[src/rtl/wb_arbiter_pkg.sv]
// Shared globals for the Wishbone interconnect: arbiter state encoding,
// default master count, address-map bases and a pointer-width helper.
package wb_arbiter_pkg;

    typedef enum logic [0:0] {
        ST_IDLE  = 1'b0,
        ST_OWNED = 1'b1
    } arb_state_e;

    localparam int WB_DEFAULT_N_MASTERS = 3;

    // Existing address map of the slave segment behind the arbiter.
    localparam logic [15:0] WB_MAP_ROM_BASE = 16'h0000;
    localparam logic [15:0] WB_MAP_RAM_BASE = 16'h4000;
    localparam logic [15:0] WB_MAP_IO_BASE  = 16'hF000;

    // Width of an index into n masters, never below one bit.
    function automatic int ptr_width(input int n);
        return (n > 1) ? $clog2(n) : 1;
    endfunction

endpackage

[src/rtl/wb_rr_pick.sv]
// Round-robin picker: returns the first requester found when searching
// upward from ptr and wrapping from N-1 back to 0. Purely combinational.
module wb_rr_pick
    import wb_arbiter_pkg::*;
#(
    parameter int N  = WB_DEFAULT_N_MASTERS,
    parameter int PW = ptr_width(WB_DEFAULT_N_MASTERS)
) (
    input  logic [N-1:0]  req,
    input  logic [PW-1:0] ptr,
    output logic [N-1:0]  pick
);

    localparam logic [PW:0] N_W = (PW + 1)'(N);

    logic [PW:0]   sum_s;
    logic [PW:0]   wrap_s;
    logic [PW-1:0] idx_s;
    logic          found_s;

    // Walk the masters in priority order starting at ptr; first hit wins.
    always_comb begin
        pick    = '0;
        found_s = 1'b0;
        sum_s   = '0;
        wrap_s  = '0;
        idx_s   = '0;
        for (int i = 0; i < N; i++) begin
            sum_s       = {1'b0, ptr} + (PW + 1)'(i);
            wrap_s      = (sum_s >= N_W) ? (sum_s - N_W) : sum_s;
            idx_s       = wrap_s[PW-1:0];
            pick[idx_s] = req[idx_s] & ~found_s;
            found_s     = found_s | req[idx_s];
        end
    end

endmodule

[src/rtl/wb_arbiter.sv]
// Wishbone multi-master arbiter: one owner at a time, round-robin choice
// in IDLE, registered one-hot grant, one IDLE cycle between owners and
// combinational muxing of the owner's bus onto the slave side.
// Optional stalled-strobe timeout is built when WB_ARBITER_TIMEOUT_EN is
// defined; otherwise m_err_o is tied low and a grant is held indefinitely.
module wb_arbiter
    import wb_arbiter_pkg::*;
#(
    parameter int ADDRESS_WIDTH  = 16,
    parameter int DATA_WIDTH     = 8,
    parameter int N_MASTERS      = WB_DEFAULT_N_MASTERS,
    parameter int TIMEOUT_CYCLES = 255
) (
    input  logic                            clk_i,
    input  logic                            rst_i,
    input  logic [N_MASTERS-1:0]            m_cyc_i,
    input  logic [N_MASTERS-1:0]            m_stb_i,
    input  logic [N_MASTERS-1:0]            m_we_i,
    input  logic [N_MASTERS-1:0]            m_sel_i,
    input  logic [N_MASTERS*ADDRESS_WIDTH-1:0] m_adr_i,
    input  logic [N_MASTERS*DATA_WIDTH-1:0] m_dat_i,
    input  logic [N_MASTERS*3-1:0]          m_cti_i,
    output logic [N_MASTERS-1:0]            m_ack_o,
    output logic [N_MASTERS-1:0]            m_err_o,
    output logic [DATA_WIDTH-1:0]           m_dat_o,
    output logic [N_MASTERS-1:0]            m_busy_o,
    output logic                            s_cyc_o,
    output logic                            s_stb_o,
    output logic                            s_we_o,
    output logic                            s_sel_o,
    output logic [ADDRESS_WIDTH-1:0]        s_adr_o,
    output logic [DATA_WIDTH-1:0]           s_dat_o,
    output logic [2:0]                      s_cti_o,
    input  logic [DATA_WIDTH-1:0]           s_dat_i,
    input  logic                            s_ack_i,
    output logic [N_MASTERS-1:0]            grant_o
);

    localparam int PW = ptr_width(N_MASTERS);
    localparam logic [PW-1:0] LAST_IDX = PW'(N_MASTERS - 1);

    arb_state_e           state_r;
    logic [N_MASTERS-1:0] grant_r;
    logic [PW-1:0]        rr_ptr_r;
    logic [N_MASTERS-1:0] pick_s;
    logic [N_MASTERS-1:0] sel_s;
    logic [N_MASTERS-1:0] err_s;
    logic [PW-1:0]        owner_idx_s;
    logic [PW-1:0]        next_ptr_s;
    logic                 owned_s;
    logic                 owner_cyc_s;
    logic                 tmo_s;

    wb_rr_pick #(
        .N  (N_MASTERS),
        .PW (PW)
    ) u_pick (
        .req  (m_cyc_i),
        .ptr  (rr_ptr_r),
        .pick (pick_s)
    );

    // Reset forces the slave side quiet even before the grant register clears.
    assign owned_s     = (state_r == ST_OWNED) && !rst_i;
    assign sel_s       = grant_r & {N_MASTERS{owned_s}};
    assign owner_cyc_s = |(m_cyc_i & grant_r);
    assign next_ptr_s  = (owner_idx_s == LAST_IDX) ? '0 : (owner_idx_s + PW'(1));

    // One-hot grant to binary owner index (OR of masked indices).
    always_comb begin
        owner_idx_s = '0;
        for (int i = 0; i < N_MASTERS; i++) begin
            owner_idx_s = owner_idx_s | (PW'(i) & {PW{grant_r[i]}});
        end
    end

    // AND-OR mux of the owner's bus; a strobe without cyc is ignored.
    always_comb begin
        s_cyc_o = 1'b0;
        s_stb_o = 1'b0;
        s_we_o  = 1'b0;
        s_sel_o = 1'b0;
        s_adr_o = '0;
        s_dat_o = '0;
        s_cti_o = 3'b000;
        for (int i = 0; i < N_MASTERS; i++) begin
            s_cyc_o = s_cyc_o | (sel_s[i] & m_cyc_i[i]);
            s_stb_o = s_stb_o | (sel_s[i] & m_cyc_i[i] & m_stb_i[i]);
            s_we_o  = s_we_o  | (sel_s[i] & m_we_i[i]);
            s_sel_o = s_sel_o | (sel_s[i] & m_sel_i[i]);
            s_adr_o = s_adr_o | (m_adr_i[i*ADDRESS_WIDTH +: ADDRESS_WIDTH] & {ADDRESS_WIDTH{sel_s[i]}});
            s_dat_o = s_dat_o | (m_dat_i[i*DATA_WIDTH +: DATA_WIDTH] & {DATA_WIDTH{sel_s[i]}});
            s_cti_o = s_cti_o | (m_cti_i[i*3 +: 3] & {3{sel_s[i]}});
        end
    end

    assign m_ack_o  = sel_s & {N_MASTERS{s_ack_i}};
    assign m_busy_o = {N_MASTERS{s_cyc_o}} & ~grant_r;
    assign m_err_o  = err_s & {N_MASTERS{~rst_i}};
    assign m_dat_o  = s_dat_i;
    assign grant_o  = grant_r;

`ifdef WB_ARBITER_TIMEOUT_EN
    localparam int TW = $clog2(TIMEOUT_CYCLES + 1);
    localparam logic [TW-1:0] TMO_LIMIT = TW'(TIMEOUT_CYCLES);

    logic [TW-1:0]        tmo_cnt_r;
    logic [N_MASTERS-1:0] err_r;

    assign tmo_s = (tmo_cnt_r == TMO_LIMIT);
    assign err_s = err_r;

    // Count stalled strobes of the owner; flag the owner on the limit-th stall.
    always_ff @(posedge clk_i) begin
        err_r <= '0;
        if (rst_i) begin
            tmo_cnt_r <= '0;
        end else if (!owned_s || !owner_cyc_s || tmo_s) begin
            tmo_cnt_r <= '0;
        end else if (s_ack_i) begin
            tmo_cnt_r <= '0;
        end else if (s_stb_o) begin
            tmo_cnt_r <= tmo_cnt_r + TW'(1);
            if (tmo_cnt_r == (TMO_LIMIT - TW'(1))) begin
                err_r <= grant_r;
            end
        end
    end
`else
    assign tmo_s = 1'b0;
    assign err_s = '0;
`endif

    // Arbitration FSM: grant from IDLE, release on owner drop or timeout.
    always_ff @(posedge clk_i) begin
        if (rst_i) begin
            state_r  <= ST_IDLE;
            grant_r  <= '0;
            rr_ptr_r <= '0;
        end else begin
            case (state_r)
                ST_IDLE: begin
                    if (|m_cyc_i) begin
                        state_r <= ST_OWNED;
                        grant_r <= pick_s;
                    end
                end
                ST_OWNED: begin
                    if (!owner_cyc_s || tmo_s) begin
                        state_r  <= ST_IDLE;
                        grant_r  <= '0;
                        rr_ptr_r <= next_ptr_s;
                    end
                end
                default: begin
                    state_r <= ST_IDLE;
                    grant_r <= '0;
                end
            endcase
        end
    end

endmodule

[config.mk]
export PLATFORM = sky130hd
export DESIGN_NAME = wb_arbiter
export DESIGN_NICKNAME = d
export VERILOG_FILES = /design/src/rtl/wb_arbiter_pkg.sv /design/src/rtl/wb_rr_pick.sv /design/src/rtl/wb_arbiter.sv
export SDC_FILE = /design/constraint.sdc
export NUM_CORES = 1
export LEC_CHECK = 0
export CAP_MARGIN = 20
export CORE_UTILIZATION = 26
export DETAILED_ROUTE_END_ITERATION = 8
export PLACE_DENSITY_LB_ADDON = 0.15
export SETUP_SLACK_MARGIN = 0.02
export SLEW_MARGIN = 20
export SYNTH_ARGS = -nofsm -noshare
export SYNTH_HDL_FRONTEND = slang
export SYNTH_HIERARCHICAL = 1
export SYNTH_SLANG_ARGS = --single-unit
export TNS_END_PERCENT = 10
[constraint.sdc]
create_clock -name clk_i -period 2 [get_ports clk_i]
set_input_delay 0.4 -clock clk_i [delete_from_list [all_inputs] [get_ports clk_i]]
set_output_delay 0.4 -clock clk_i [all_outputs]
set_load 0.02 [all_outputs]
==> impl_results.md <==
- Run status: finished, violations left
- Violated checks: DRC, setup timing
- Number of diodes added for antenna fixing: 0
- Die area: 0.00500 mm^2
- Number of global-route vias before repair: 1827
- Placer congestion estimate: 0.866
- Number of cells produced by synthesis: 157
- Die Width: 70.7 um
- Yosys reg bits: 6
- Fraction of post-synthesis cell area in the top cell type by area: 0.236
- DR iter-0 viols: 106
- Cell area after synthesis: 0.00123 mm^2
- Class of the tightest hold or removal check: flop to flop
- Slew of the pin with the lowest slew margin: 0.688 ns
- Critical path origin: state_r
- Clock power frac: 0.184
- Clock tree buffer depth: 2
- Power, Total: 0.994 mW
- Number of buffers inserted by port buffering: 135
- Ordered cell list for the critical path: nor2b_4 -> and2_4 -> buf_12 -> a221o_1 -> buf_2
- Final worst path period need: 2.00 ns
- TritonCTS sink count: 6
- Worst clock skew: 0.000462 ns
- Routed length on met2: 3020 um
- Synth area leader: a221o_1
- NetSw: 0.341 mW
- Switching power share of the total: 0.343
- Routed metal-1 wirelength: 2720 um
- Clock Tree Root: clkbuf_8
- Ys Warns: 6
- Top achievable clock speed: 0.499 GHz
- Drt wl/cell: 18.3 um
- Drt drc: 26
- RR Startpoint: rr_ptr_r[1]
- Critical-path cell with the highest stage delay: a221o_1
- Number of core rows: 24
- Reported leakage power: 1.28 nW
- Clock-pin slew on the worst setup and hold paths: 0.04 ns
- Drt first pass iters: 7
- Crit path capture type: primary output
- Worst path setup slack after routing: -0.00347 ns
- Synth cell types: 40
- Unrepaired setup endpoints after global routing: true
- Layout cell share with drive strength beyond 1: 0.302
- Path type of the worst setup path: flop to primary output
- Post-Route WL: 6460 um
- Area delta synth->final: 131%
- I/O Pins: 155
- Fin nets: 411
- Area inside the core boundary: 0.00444 mm^2
- Final max-slew violation count: 0
- Sequential share of power: 0.156
- Total congestion overflow after global routing: 0
- Antenna-violating nets left: 0
- Most area-consuming cells after synthesis: a221o_1 24%, and2_1 16%, dfxtp_1 9.8%
- Die span in y: 70.7 um
- Total power divided by cell area: 351 mW/mm^2
- Buffers and inverters on the worst path: 2
- Maximum single-stage delay on the critical path: 0.36 ns
- Mean post-synth cell area: 7.83 um^2
- Hold Crit Start: rr_ptr_r[0]
- Dpl ws: -0.769 ns
- Hold_ws: 0.503 ns
- Detailed Place HPWL: 4560 um
- Antenna violations before repair: 0
- Most common cell after layout, fill and taps aside: clkdlybuf4s50_1
- Cell class contributing the biggest share of worst-path delay: compound AO/OA/AOI/OAI gates
- Total CTS buffers: 3
- Total length of routed met3 wires: 619 um
- Max cap viols: 0
- Highest Signal Layer: met4
- TritonCTS clock tree: done
- Starting density of the core: 0.276
- Cell internal pwr: 0.653 mW
- Final cycle utilization of the critical path: 1.00
- Part of the Yosys area used for sequential elements: 0.0978
- Largest net degree at the start of global routing: 30
- Detailed-route via count: 1825
- Clock latency on the worst-skew pair: 0.22 ns
- Highest-count cells in the layout ignoring fill and taps: 94 x clkdlybuf4s50_1, 30 x and2_1, 29 x a221o_1, 22 x buf_2, 22 x buf_4
- Total global-route track usage: 0.242
- IR Drop Worst-Case VDD: 0.432 mV
- First-pass GRT wire length: 9580 um
- Comb pwr share: 0.660
- Post-cts hold buffer count: 0
- Critical Path RT: 1.60 ns
- Number of vias per cell after detailed routing: 5.17
- Fill cell total of the finished layout: 397
- Worst-path fanout max: 15
- Final-report setup violation count: 1
- Arrival time of the worst setup path: 1.60 ns
- Final hold violations: 0
- Kind of start point of the critical path: flop
- H-Tree Level Count: 1
- Slew margin rel.: 0.538
==> through the flow <==
step | utilization | std cells | TNS [ns] | instance area (um^2)
after floorplan | - | 159 | 0 | 1240
after global routing | 0.638 | 353 | -0.0675 | 2830
final | 0.638 | 353 | -0.00347 | 2830
after CTS | 0.612 | 351 | -0.321 | 2720
after detailed placement | 0.600 | 340 | -24.33 | 2670
after global placement | 0.600 | 340 | -23.31 | 2670
==> layout make-up <==
| cell class | count | area, um^2 | area share |
|---|---|---|---|
| Clock buffer | 3 | 41.3 | 0.0146 |
| Inverter | 5 | 18.8 | 0.00662 |
| Multi-Input combinational cell | 126 | 1070 | 0.377 |
| Sequential cell | 6 | 126 | 0.0446 |
| Tap cell | 52 | 65.1 | 0.0230 |
| Timing Repair Buffer | 161 | 1520 | 0.535 |
==> state kept, by name (all words and copies together) (netlist names) <==
name	count
grant_o	3
state_r	1
rr_ptr_r	2
==> kinds of logic (layout without fill, tap and decap cells) <==
logic type                 after synthesis  count (layout)  synth area share
muxes                                    4               4            0.0336
buffers and inverters                   28             169             0.125
other                                    1               3           0.00305
adders and majority gates                4               4            0.0407
and+or+nand+nor                         64              65             0.326
DFF                                      6               6            0.0978
AOI/OAI and AO/OA                       50              50             0.374
==> per-layer routing <==
metal | track usage | vias up
met4 | 0.0578 | 0
met2 | 0.397 | 94
met1 | 0.319 | 827
met3 | 0.0584 | 10
li1 | - | 894
met5 | 0 | -
==> cell usage after synthesis (all sizes together) <==
library cell	instances
nand2b	2
a311oi	1
and3	4
mux2i	3
inv	5
ha	4
mux2	1
or2	1
a222oi	1
a2bb2oi	1
nand3b	1
nor4b	3
a31o	2
a31oi	1
nor2b	3
a41o	3
o21bai	1
a2111oi	1
nor4	1
a221o	29
conb	1
a21oi	1
buf	17
o211a	1
nor2	2
a211oi	3
nor3b	3
a22oi	1
and3b	1
o21ai	4
nor3	5
nand3	3
and2	32
dfxtp	6
clkbuf	6
nand2	3
==> what timing repair did <==
| item | CTS | global route |
|---|---|---|
| setup buffers | 5 | 2 |
| gates cloned | 3 | 0 |
| endpoints found under the hold margin | 0 | 0 |
| resized for setup | 153 | 39 |
| endpoints found under the setup margin | 39 | 28 |
| pin swaps | 7 | 7 |
==> power groups by stage <==
stage,sequential (mW),combinational [mW],clock (mW)
after global routing,0.157,0.699,0.186
after global placement,0.151,0.587,0
after CTS,0.153,0.606,0.187
final,0.155,0.656,0.182
after floorplan,0.164,0.254,0
after detailed placement,0.151,0.585,0
==> path summary, 6_finish.rpt <==
kind | to | slack (ns) | cells past startpoint
setup / recovery | s_dat_o[6] | -0.003 | 5
hold / removal | rr_ptr_r[0] | 0.50 | 1
setup reg to reg | grant_o[0] | 0.12 | 7
hold reg to reg | rr_ptr_r[0] | 0.50 | 1
(Power assumes the default switching activity.)
